### config.mk
export PLATFORM = sky130hd
export DESIGN_NAME = imem_responder_flat
export DESIGN_NICKNAME = d
export VERILOG_FILES = /design/src/rtl/imem_responder_if.sv /design/src/rtl/imem_responder.sv /design/src/flat_wrapper.sv
export SDC_FILE = /design/constraint.sdc
export NUM_CORES = 2
export LEC_CHECK = 0
export ABC_AREA = 1
export CORE_MARGIN = 10
export CORE_UTILIZATION = 25
export DETAILED_ROUTE_END_ITERATION = 12
export PLACE_DENSITY = 0.36
export SKIP_LAST_GASP = 1
export SLEW_MARGIN = 20
export SYNTH_ARGS = -nofsm -noshare
export SYNTH_HDL_FRONTEND = slang
export SYNTH_SLANG_ARGS = --single-unit
### constraint.sdc
create_clock -name f_clk -period 2.7 [get_ports f_clk]
set_clock_uncertainty 0.05 [all_clocks]
set_input_delay 0.675 -clock f_clk [delete_from_list [all_inputs] [get_ports f_clk]]
set_output_delay 0.675 -clock f_clk [all_outputs]
set_load 0.02 [all_outputs]
### src/rtl/imem_responder_if.sv
// rtl/imem_responder_if.sv - fetch request/response bundle between fetch unit and instruction memory
interface imem_responder_if #(
   parameter int ADDR_W  = 8,
   parameter int INSTR_W = 9
);
   logic               req_valid;
   logic [ADDR_W-1:0]  req_addr;
   logic               req_ready;
   logic               flush;
   logic               rsp_valid;
   logic               rsp_ready;
   logic [INSTR_W-1:0] rsp_instr;
   logic [ADDR_W-1:0]  rsp_addr;

   modport master (
      output req_valid, req_addr, flush, rsp_ready,
      input  req_ready, rsp_valid, rsp_instr, rsp_addr
   );

   modport slave (
      input  req_valid, req_addr, flush, rsp_ready,
      output req_ready, rsp_valid, rsp_instr, rsp_addr
   );
endinterface

### src/rtl/imem_responder.sv
// rtl/imem_responder.sv - single-outstanding instruction memory responder with fixed read latency
module imem_responder #(
   parameter int ADDR_W  = 8,
   parameter int INSTR_W = 9,
   parameter int LATENCY = 2
) (
   input  logic               f_clk,
   input  logic               rst_n,
   imem_responder_if.slave    fetch,
   input  logic               load_en,
   input  logic [ADDR_W-1:0]  load_addr,
   input  logic [INSTR_W-1:0] load_data,
   output logic               busy
);
   typedef enum logic [1:0] {
      IDLE = 2'd0,
      READ = 2'd1,
      RESP = 2'd2
   } state_t;

   localparam logic [3:0] LOAD_CNT = 4'(LATENCY - 1);

   state_t             state;
   state_t             state_next;
   logic [3:0]         cnt;
   logic [ADDR_W-1:0]  addr_q;
   logic [INSTR_W-1:0] rsp_instr_q;
   logic [ADDR_W-1:0]  rsp_addr_q;
   logic               req_ready;
   logic               accept;
   logic               capture;
   logic [ADDR_W-1:0]  cap_addr;
   logic [INSTR_W-1:0] cap_data;

   logic [INSTR_W-1:0] mem [2**ADDR_W];

   // Image storage is deliberately outside the reset domain so a reset keeps the program.
   always_ff @(posedge f_clk) begin
      if (load_en) begin
         mem[load_addr] <= load_data;
      end
   end

   assign accept  = fetch.req_valid & req_ready;
   assign capture = (state != RESP) && (state_next == RESP);

   // With LATENCY==1 the capture edge is the accept edge, so read from the live address.
   assign cap_addr = (state == IDLE) ? fetch.req_addr : addr_q;
   assign cap_data = (load_en && (load_addr == cap_addr)) ? load_data : mem[cap_addr];

   always_ff @(posedge f_clk or negedge rst_n) begin
      if (!rst_n) begin
         state <= IDLE;
      end else begin
         state <= state_next;
      end
   end

   always_comb begin
      state_next = state;
      case (state)
         IDLE: begin
            if (accept) begin
               state_next = (LATENCY == 1) ? RESP : READ;
            end
         end
         READ: begin
            if (fetch.flush) begin
               state_next = IDLE;
            end else if (cnt == 4'd1) begin
               state_next = RESP;
            end
         end
         RESP: begin
            if (fetch.flush || fetch.rsp_ready) begin
               state_next = IDLE;
            end
         end
         default: state_next = IDLE;
      endcase
   end

   always_comb begin
      req_ready       = (state == IDLE) & ~fetch.flush & ~load_en & rst_n;
      fetch.req_ready = req_ready;
      fetch.rsp_valid = (state == RESP);
      busy            = (state != IDLE);
   end

   always_ff @(posedge f_clk or negedge rst_n) begin
      if (!rst_n) begin
         cnt         <= 4'd0;
         addr_q      <= '0;
         rsp_instr_q <= '0;
         rsp_addr_q  <= '0;
      end else begin
         if (accept) begin
            addr_q <= fetch.req_addr;
            cnt    <= LOAD_CNT;
         end else if (state == READ) begin
            cnt <= (state_next == READ) ? cnt - 4'd1 : 4'd0;
         end
         if (capture) begin
            rsp_instr_q <= cap_data;
            rsp_addr_q  <= cap_addr;
         end
      end
   end

   assign fetch.rsp_instr = rsp_instr_q;
   assign fetch.rsp_addr  = rsp_addr_q;
endmodule

### src/flat_wrapper.sv
// flat-port wrapper written by rule: the top's interface ports become plain ports
module imem_responder_flat 
#(
   parameter int ADDR_W  = 8,
   parameter int INSTR_W = 9,
   parameter int LATENCY = 2
)
  (f_clk, rst_n, load_en, load_addr, load_data, busy, fetch_req_valid, fetch_req_addr, fetch_flush, fetch_rsp_ready, fetch_req_ready, fetch_rsp_valid, fetch_rsp_instr, fetch_rsp_addr);
  imem_responder_if #(.ADDR_W(ADDR_W), .INSTR_W(INSTR_W)) fetch_i ();
  input  logic f_clk;
  input  logic rst_n;
  input  logic load_en;
  input  logic [ADDR_W-1:0] load_addr;
  input  logic [INSTR_W-1:0] load_data;
  output logic busy;
  input wire logic [$bits(fetch_i.req_valid)-1:0] fetch_req_valid;
  input wire logic [$bits(fetch_i.req_addr)-1:0] fetch_req_addr;
  input wire logic [$bits(fetch_i.flush)-1:0] fetch_flush;
  input wire logic [$bits(fetch_i.rsp_ready)-1:0] fetch_rsp_ready;
  output wire logic [$bits(fetch_i.req_ready)-1:0] fetch_req_ready;
  output wire logic [$bits(fetch_i.rsp_valid)-1:0] fetch_rsp_valid;
  output wire logic [$bits(fetch_i.rsp_instr)-1:0] fetch_rsp_instr;
  output wire logic [$bits(fetch_i.rsp_addr)-1:0] fetch_rsp_addr;
  assign fetch_i.req_valid = fetch_req_valid;
  assign fetch_i.req_addr = fetch_req_addr;
  assign fetch_i.flush = fetch_flush;
  assign fetch_i.rsp_ready = fetch_rsp_ready;
  assign fetch_req_ready = fetch_i.req_ready;
  assign fetch_rsp_valid = fetch_i.rsp_valid;
  assign fetch_rsp_instr = fetch_i.rsp_instr;
  assign fetch_rsp_addr = fetch_i.rsp_addr;
  imem_responder #(.ADDR_W(ADDR_W), .INSTR_W(INSTR_W), .LATENCY(LATENCY)) u_core (.f_clk(f_clk), .rst_n(rst_n), .fetch(fetch_i), .load_en(load_en), .load_addr(load_addr), .load_data(load_data), .busy(busy));
endmodule
==> reports/results.txt <==
Post-synth top flop: edfxtp_1
I/O pin cnt: 51
top-area cell type share of the netlist area: 68.5%
first-pass GRT wire length: 539000 um
R2R cell count: 17
Die H: 656 um
non-filler instance count after layout: 16292
clock latency on the worst-skew pair: 0.93 ns
max-slew violation count: 0
1st-iter DRT viols: 6750
CTS Sinks: 2335
share of layout cells above drive strength 1: 17.7%
R2R Path End: u_core.fetch.rsp_instr[4]$_DFFE_PN0P_
gr usage total: 17.1%
Post-synth EDFFs: 2304
status: finished, violations left
fin nets: 10698
Syn Area/Cell: 10.4 um2
P_leak: 53.4 nW
Mapped Area: 101000 um2
PnR Total Power: 97.7 mW
Crit path arrival time: 3.82 ns
CP endpoint kind: register
CTS tree: built
Hold Path End: u_core.mem[17][7]$_DFFE_PP_
fin crit period: 3.02 ns
clock slew at reported path FFs: 0.06 ns
Post-Place Cells: 15600
clock buffer depth: 4
Initial Util: 25.1%
Fin Setup TNS: -2.93 ns
site row count: 233
Clk network pwr share: 38.2%
Max Clock Freq: 331 MHz
Fill cells: 40795
leading post-synthesis cells by cell area: edfxtp_1, nand2_1, nand3_1
CP max FO: 14
Crit Path Category: register to register
Synth top cells by count: nand2_1, edfxtp_1, nand3_1
Final Hold Vio Count: 0
switching pwr: 28.4 mW
WP data required: 3.50 ns
via count: 72435
Synth Register Bits: 2335
worst slew pin tran: 0.766 ns
syn_nets: 9744
DP Worst Slack: -1.56 ns
VDD IR-drop max: 0.000425 V
largest net degree at the start of global routing: 67
post-route setup slack: -0.323 ns
Synth Instances: 9711
post-DP HPWL: 239000 um
clock buffer count from CTS: 290
initial antenna violation count: 27
pwr dens: 746 nW/um2
Flop pwr share: 41.3%
fin util: 32.6%
Die Footprint: 430000 um2
failing checks: negative setup slack
DR pass1 iterations: 6
synth-to-layout area growth: 29.8%
die span in x: 656 um
final setup fails: 11
CP Launch Type: register
CTS root buf: clkbuf_16
Worst Hold Depth: 1
DRC viols: 0
r2r startpoint: u_core.state[1]$_DFF_PN0_
cell with the most instances after synthesis: nand2_1
total global routing overflow: 0
htree depth: 5
Max Cap Viol: 0
Rel. slew slack: 48.9%
Synth warnings: 0
Hold Path Class: input pin to register
vias in the first global route: 71017
Cell Int Power: 69.3 mW
ys async rst share: 1.33%
core footprint: 403000 um2
r2r setup slk: -0.32 ns
Seq/Total Area, Yosys: 69.3%
Worst Hold Launch: load_data[7]
Routed WL: 387000 um
Distinct cells, synth: 30
RSZ-0062 raised after global routing: true
Comb power frac: 20.5%
Avg Vias per Cell: 4.45
Tcrit/Tclk final: 112%
switching share of power: 29.1%
post-route ant nets: 0
IO buf count: 50
post-synth top area cell: edfxtp_1
gpl congestion: 0.826
wire length per cell: 23.7 um
[worst max path at each step]
| stage | start | endpoint | slack, ns | depth (start not counted) |
|---|---|---|---|---|
| CTS | u_core.state[1]$_DFF_PN0_ | u_core.fetch.rsp_instr[3]$_DFFE_PN0P_ | -0.34 | 20 |
| floorplan | load_en | u_core.mem[103][0]$_DFFE_PP_ | 0.28 | 5 |
| global placement | fetch_req_addr[0] | u_core.fetch.rsp_instr[1]$_DFFE_PN0P_ | -1.58 | 18 |
| global route | u_core.state[1]$_DFF_PN0_ | u_core.fetch.rsp_instr[5]$_DFFE_PN0P_ | -0.41 | 18 |
| finish | u_core.state[1]$_DFF_PN0_ | u_core.fetch.rsp_instr[4]$_DFFE_PN0P_ | -0.32 | 17 |
| detailed placement | fetch_req_addr[0] | u_core.fetch.rsp_instr[1]$_DFFE_PN0P_ | -1.56 | 18 |
[per-stage QoR]
stage	hold slack (ns)	area (um2)
after global routing	0.118	131000
after global placement	0.423	116000
after detailed placement	0.429	116000
final	0.130	131000
after CTS	0.0789	129000
after floorplan	0.329	101000
[area by class of cell]
class	instances	area (um2)	share of cell area, %
repair buffers	1206	14500	11.1
clock buffers	383	7900	6.03
flip-flops and latches	2335	70000	53.4
multi-input cells	5343	25300	19.3
well taps	5405	6760	5.16
clock inverters	123	1010	0.767
inverters	1488	5610	4.28
repair inverters	1	8.76	0.00668
diodes	8	20.0	0.0153
[worst max-delay path, cell delays in order (launching register included)]
cell	delay [ns]
dfrtp_1	0.43
inv_2	0.10
nand2_4	0.09
buf_4	0.15
o21ai_4	0.24
buf_12	0.21
buf_16	0.19
bufbuf_16	0.34
nand2_1	0.07
nand3_1	0.16
nand3_1	0.09
nand3_1	0.14
nand3_2	0.12
nand3_4	0.15
nand3_4	0.15
nand3_1	0.10
nand2_1	0.06
nand2_1	0.05
[power groups by stage]
| stage | Clock, mW | Sequential [mW] | Combinational [mW] |
|---|---|---|---|
| floorplan | 0 | 41.1 | 7.58 |
| global placement | 0 | 41.1 | 16.5 |
| detailed placement | 0 | 41.1 | 16.4 |
| CTS | 38.4 | 40.4 | 19.2 |
| global route | 39.8 | 40.3 | 21.4 |
| finish | 37.3 | 40.4 | 20.0 |
[registers in the layout, summed over array words and instances (netlist names)]
name                    flops
u_core.mem               2304
u_core.fetch.rsp_instr      9
u_core.addr_q               8
u_core.fetch.rsp_addr       8
u_core.cnt                  4
u_core.state                2
[metal layers]
layer | wire, um | GRT usage [%] | vias to the layer above
li1 | - | - | 33969
met1 | 173000 | 23.3 | 36130
met2 | 184000 | 28.6 | 1879
met3 | 17600 | 1.88 | 457
met4 | 12200 | 5.04 | 0
met5 | 0 | 0 | -
[what timing repair did]
action	4_1_cts	5_1_grt
setup endpoints to repair	26	12
endpoints found under the hold margin	31	0
hold buffers	1	0
gates resized for setup	430	218
gates cloned	42	21
pin swaps	48	75
buffers inserted	80	41
[logic make-up after synthesis]
kind of cell    share of synthesized area (%)
compound gates                           1.58
xor+xnor                               0.0780
fa+ha+maj                              0.0248
buf+inv                                  8.11
flops                                    69.3
simple gates                             20.9
[cell usage in the layout (no fill, tap or decap), types with 62 or more instances in the layout]
master and instances:
buf_16 67, nand3_1 1480, buf_12 222, nand2_1 2893
buf_4 772, clkinv_1 62, clkbuf_1 75, nand3_4 82
nand3_2 247, edfxtp_1 2304, nor2_1 283, clkbuf_16 321
o21ai_0 282, inv_1 1478
Power figures use the tool's default switching activity.
